<file path="src/rtl/wb_arbiter.sv">
// Round-robin Wishbone arbiter: grants one whole CYC-framed bus cycle at a time to one of N masters.
// Optional watchdog (define WB_ARBITER_TIMEOUT_EN) raises ERR to the owner when the slave never answers.

module wb_arbiter #(
    parameter int N_MASTERS      = 2,
    parameter int ADDR_WIDTH     = 32,
    parameter int DATA_WIDTH     = 32,
    parameter int TIMEOUT_CYCLES = 256
) (
    input  logic                                clk,
    input  logic                                rst,
    input  logic [N_MASTERS-1:0]                m_cyc,
    input  logic [N_MASTERS-1:0]                m_stb,
    input  logic [N_MASTERS-1:0]                m_we,
    input  logic [N_MASTERS*ADDR_WIDTH-1:0]     m_adr,
    input  logic [N_MASTERS*DATA_WIDTH-1:0]     m_dat_w,
    input  logic [N_MASTERS*(DATA_WIDTH/8)-1:0] m_sel,
    output logic [DATA_WIDTH-1:0]               m_dat_r,
    output logic [N_MASTERS-1:0]                m_ack,
    output logic [N_MASTERS-1:0]                m_err,
    output logic                                s_cyc,
    output logic                                s_stb,
    output logic                                s_we,
    output logic [ADDR_WIDTH-1:0]               s_adr,
    output logic [DATA_WIDTH-1:0]               s_dat_w,
    output logic [DATA_WIDTH/8-1:0]             s_sel,
    input  logic [DATA_WIDTH-1:0]               s_dat_r,
    input  logic                                s_ack,
    input  logic                                s_err,
    output logic [N_MASTERS-1:0]                grant
);

    localparam int SEL_WIDTH = DATA_WIDTH / 8;
    localparam int IDX_W     = (N_MASTERS > 1) ? $clog2(N_MASTERS) : 1;

    if (N_MASTERS < 2 || N_MASTERS > 8 || TIMEOUT_CYCLES < 2) begin : g_param_check
        $error("wb_arbiter: N_MASTERS must be 2..8 and TIMEOUT_CYCLES >= 2");
    end

    typedef enum logic {
        IDLE = 1'b0,
        BUSY = 1'b1
    } state_e;

    state_e               state_q, state_d;
    logic [N_MASTERS-1:0] grant_q, grant_d;
    logic [IDX_W-1:0]     last_q, last_d;
    logic                 busy;
    logic                 win_found;
    logic [IDX_W-1:0]     win_idx;
    logic [IDX_W-1:0]     cand;
    logic                 timeout;

    logic [ADDR_WIDTH-1:0] adr_arr   [N_MASTERS];
    logic [DATA_WIDTH-1:0] dat_w_arr [N_MASTERS];
    logic [SEL_WIDTH-1:0]  sel_arr   [N_MASTERS];

    genvar gi;
    generate
        for (gi = 0; gi < N_MASTERS; gi++) begin : g_slice
            assign adr_arr[gi]   = m_adr[gi*ADDR_WIDTH +: ADDR_WIDTH];
            assign dat_w_arr[gi] = m_dat_w[gi*DATA_WIDTH +: DATA_WIDTH];
            assign sel_arr[gi]   = m_sel[gi*SEL_WIDTH +: SEL_WIDTH];
        end
    endgenerate

    // last_q doubles as the owner index while BUSY, since it is loaded with the winner.
    assign busy = (state_q == BUSY);

    // First requester at or after last+1, wrapping modulo N_MASTERS.
    always_comb begin
        win_found = 1'b0;
        win_idx   = last_q;
        cand      = '0;
        for (int k = 1; k <= N_MASTERS; k++) begin
            cand = IDX_W'((int'(last_q) + k) % N_MASTERS);
            if (!win_found && m_cyc[cand]) begin
                win_found = 1'b1;
                win_idx   = cand;
            end
        end
    end

    always_ff @(posedge clk or posedge rst) begin
        if (rst) begin
            state_q <= IDLE;
            grant_q <= '0;
            last_q  <= IDX_W'(N_MASTERS - 1);
        end else begin
            state_q <= state_d;
            grant_q <= grant_d;
            last_q  <= last_d;
        end
    end

    always_comb begin
        state_d = state_q;
        grant_d = grant_q;
        last_d  = last_q;
        case (state_q)
            IDLE: begin
                if (win_found) begin
                    state_d = BUSY;
                    grant_d = {{(N_MASTERS-1){1'b0}}, 1'b1} << win_idx;
                    last_d  = win_idx;
                end
            end
            BUSY: begin
                if (!m_cyc[last_q]) begin
                    state_d = IDLE;
                    grant_d = '0;
                end
            end
            default: begin
                state_d = IDLE;
                grant_d = '0;
            end
        endcase
    end

    always_comb begin
        s_cyc   = 1'b0;
        s_stb   = 1'b0;
        s_we    = 1'b0;
        s_adr   = '0;
        s_dat_w = '0;
        s_sel   = '0;
        m_ack   = '0;
        m_err   = '0;
        if (busy) begin
            s_cyc   = m_cyc[last_q];
            s_stb   = m_stb[last_q];
            s_we    = m_we[last_q];
            s_adr   = adr_arr[last_q];
            s_dat_w = dat_w_arr[last_q];
            s_sel   = sel_arr[last_q];
            m_ack   = grant_q & {N_MASTERS{s_ack}};
            m_err   = grant_q & {N_MASTERS{s_err | timeout}};
        end
    end

    assign m_dat_r = s_dat_r;
    assign grant   = grant_q;

`ifdef WB_ARBITER_TIMEOUT_EN
    localparam int CNT_W = $clog2(TIMEOUT_CYCLES);

    logic [CNT_W-1:0] cnt_q, cnt_d;

    assign timeout = busy && (cnt_q == CNT_W'(TIMEOUT_CYCLES - 1)) && !s_ack && !s_err;

    // Counts consecutive unanswered strobe cycles; the firing cycle itself restarts the count.
    always_comb begin
        if (!busy || timeout || !s_stb || s_ack || s_err) begin
            cnt_d = '0;
        end else begin
            cnt_d = cnt_q + 1'b1;
        end
    end

    always_ff @(posedge clk or posedge rst) begin
        if (rst) begin
            cnt_q <= '0;
        end else begin
            cnt_q <= cnt_d;
        end
    end
`else
    assign timeout = 1'b0;
`endif

endmodule

</file>
<file path="config.mk">
export PLATFORM = sky130hd
export DESIGN_NAME = wb_arbiter
export DESIGN_NICKNAME = d
export VERILOG_FILES = /design/src/rtl/wb_arbiter.sv
export SDC_FILE = /design/constraint.sdc
export NUM_CORES = 1
export LEC_CHECK = 0
export CORE_AREA = 8 8 105 107
export DETAILED_ROUTE_END_ITERATION = 8
export DIE_AREA = 0 0 113 115
export HOLD_SLACK_MARGIN = 0.03
export PLACE_DENSITY = 0.78
export REMOVE_ABC_BUFFERS = 1
export SETUP_SLACK_MARGIN = 0.4
export SYNTH_ARGS = -nofsm -noshare
export SYNTH_HDL_FRONTEND = slang
export SYNTH_SLANG_ARGS = --single-unit
</file>
<file path="constraint.sdc">
create_clock -name clk -period 4.56 [get_ports clk]
set_clock_uncertainty 0.1 [all_clocks]
set_input_delay 0.912 -clock clk [delete_from_list [all_inputs] [get_ports clk]]
set_output_delay 0.912 -clock clk [all_outputs]
set_load 0.01 [all_outputs]
</file>
==> results by group <==
Logic synthesis
  • Cell count after synthesis: 217
  • Syn avg cell area: 8.29 sq um
  • Yosys top cell area share: 39.5%
  • Yosys Warn Count: 0
  • Largest area contributor in the netlist: mux2i_1
  • Sequential area share after synthesis: 5.63%
  • Flops & latches, synth: 4
  • Main area contributors after synthesis: mux2i_1, nor2b_1, buf_4
  • Synthesized area: 0.00180 sq mm
  • Yosys cell types: 22

Route
  • Initial DRC Count: 36
  • DRT Pass-1 Iters: 4
  • Via density: 4.24
  • Vias: 2156
  • Post-route ant nets: 0
  • Routed WL: 9.45 mm
  • DR WL/cell: 18.6 microns
  • Number of remaining DRC errors: 0

Clocking
  • CTS tree: built
  • Worst-Skew Late Latency: 0.22 ns
  • Clk sink count: 4
  • Cts hold-fix bufs: 0
  • CTS H-tree depth: 1
  • Root Buffer Master: clkbuf_8
  • Clock slew at reported path FFs: 0.03 ns
  • Post-cts gate resize count: 0
  • Max clock buf depth: 2
  • Setup bufs post-CTS: 0
  • Total CTS buffers: 3

Power
  • Worst ir drop on vdd: 0.000199 V
  • Clock share of power: 5.2%
  • Flop pwr share: 13.8%
  • Pwr Density: 402 mW/mm^2
  • Net switching power: 613 uW
  • Sw Share: 40.0%
  • Leakage Power: 0.00157 uW
  • Gate power share: 81.0%
  • Pint: 919 uW

Worst setup path
  • Delay-heaviest family, CP: buffers and inverters
  • Reg2reg setup slack: 2.60 ns
  • Critical path, cell by cell: clkdlybuf4s50_1, nor2b_1, a21oi_1, nor2b_1, clkdlybuf4s50_1
  • Worst Setup Start Kind: input port
  • FF-to-FF End: busy
  • Worst Path Max Fanout: 7
  • Critical Path AT: 2.44 ns
  • Critical path required time: 3.55 ns
  • Critical path's slowest cell: clkdlybuf4s50_1
  • Setup crit end kind: primary output
  • Critical Path Max Stage Delay: 0.58 ns
  • Buf+Inv Stages, Crit Path: 2
  • Worst reg2reg path startpoint: last_q
  • CP Class: input port to primary output
  • R2R cell count: 4

Floorplanning
  • Die height: 115 microns
  • Chip width: 113 microns
  • Row count: 36
  • # IOs: 287
  • Starting Density: 19.0%
  • DIE AREA: 0.0130 sq mm
  • Area of the core: 0.00946 sq mm

Layout
  • Area delta synth->final: 112%
  • Post-Route Utilization: 40.3%
  • # diodes: 0
  • Cell area after layout: 0.00382 sq mm
  • Share of cells above drive strength 1: 1.78%
  • Nets: 573

STA
  • Final Hold Viols: 0
  • Slew Viols, Final: 0
  • Endpoints failing setup: 0
  • Fin crit share: 75.8%
  • Final TNS setup: 0 ns
  • Final Hold Slack: 0.476 ns
  • Worst slew pin tran: 1.09 ns
  • Worst rel slew slack: 27.3%
  • Final critical-path required period: 3.46 ns
  • Unrepaired setup endpoints after global routing: false
  • Max frequency: 289 MHz

GRT
  • First-pass GRT wire length: 12.9 mm
  • Number of global-route vias before repair: 2279
  • Initial antenna violation count: 0
  • Grt ovf: 0
  • Gr usage total: 12.9%
  • Largest net degree at the start of global routing: 85

Placed design
  • I/O Buffers: 222
  • RePlAce Congestion: 0.738
  • Placed wire-length estimate: 8.19 mm
  • Placed inst area: 0.00377 sq mm

Hold path
  • Min-delay src: grant[1]
  • Hold Crit Class: flip-flop to flip-flop
  • Number of cells on the worst hold path: 1
  • Worst hold path endpoint: grant[1]

Run status
  • Status: finished, final reports clean

Flow run
  • Max Cap Viol: 0
## metrics by stage
| stage | power (uW) | cells | setup slack, ns |
|---|---|---|---|
| 2_1_floorplan | 786 | 167 | 1.41 |
| 3_3_place_gp | 1460 | 504 | 1.13 |
| 3_5_place_dp | 1480 | 504 | 1.11 |
| 5_1_grt | 1630 | 508 | 0.999 |
| 6_report | 1530 | 508 | 1.10 |
| 4_1_cts | 1570 | 508 | 1.09 |
## power groups by stage
stage / combinational (uW) / sequential [uW] / clock (uW)
floorplan: 557 / 229 / 0
finish: 1240 / 211 / 80.1
CTS: 1260 / 220 / 82.3
global placement: 1240 / 212 / 0
global route: 1320 / 230 / 84.8
detailed placement: 1260 / 221 / 0
## registers in the layout, indices dropped and copies added, names as in the netlist
register and flops:
last_q 1, busy 1, grant 2
## placed cells by master, fill, tap and decap left out, types with 2 or more instances in the layout
master and n:
mux2i_1 71, clkbuf_8 3, nor2b_1 73, clkdlybuf4s50_1 222, and3_1 5, nor2_1 2, nand3_1 2, a21oi_1 2
dfrtp_1 2
## worst max path at each step
stage,from,end,slack [ns],cells past startpoint
detailed placement,m_cyc[0],s_cyc,1.11,5
CTS,last_q,s_dat_w[4],1.09,4
finish,m_cyc[0],s_cyc,1.10,5
floorplan,last_q,s_cyc,1.41,2
global placement,m_cyc[0],s_cyc,1.13,5
global route,m_cyc[0],s_cyc,1.0,5
## layout make-up
type,instances,area (sq um)
Sequential cell,4,106
Tap cell,114,143
Inverter,1,3.75
Multi-Input combinational cell,162,1280
Timing Repair Buffer,223,2240
Fill cell,953,5640
Clock buffer,4,45.0
## layer usage
| layer | part of all wire, % | GRT usage, % |
|---|---|---|
| met1 | 37 | 12.9 |
| met5 | 0.85 | 5.08 |
| met4 | 0.60 | 2.40 |
| met2 | 49 | 22.1 |
| met3 | 13 | 8.19 |
## synth_stat cells, drive strengths merged
library cell / n
clkbuf: 7
a22oi: 1
mux2i: 71
inv: 1
nor2b: 73
nand2b: 1
and3: 5
a21oi: 2
dfstp: 1
o311ai: 1
dfrtp: 3
buf: 43
nor2: 2
a21o: 1
nand3: 3
o21ai: 2
## cells by family (layout without fill, tap and decap cells)
logic type,Yosys count,in the layout,synth area share (%)
multiplexers,71,71,39.5
flip-flops,4,4,5.63
AO/OA/AOI/OAI,7,7,2.43
buffers and inverters,51,228,23.4
AND/OR/NAND/NOR,84,84,29.0
Note: power is estimated with default switching activity, not from simulation.
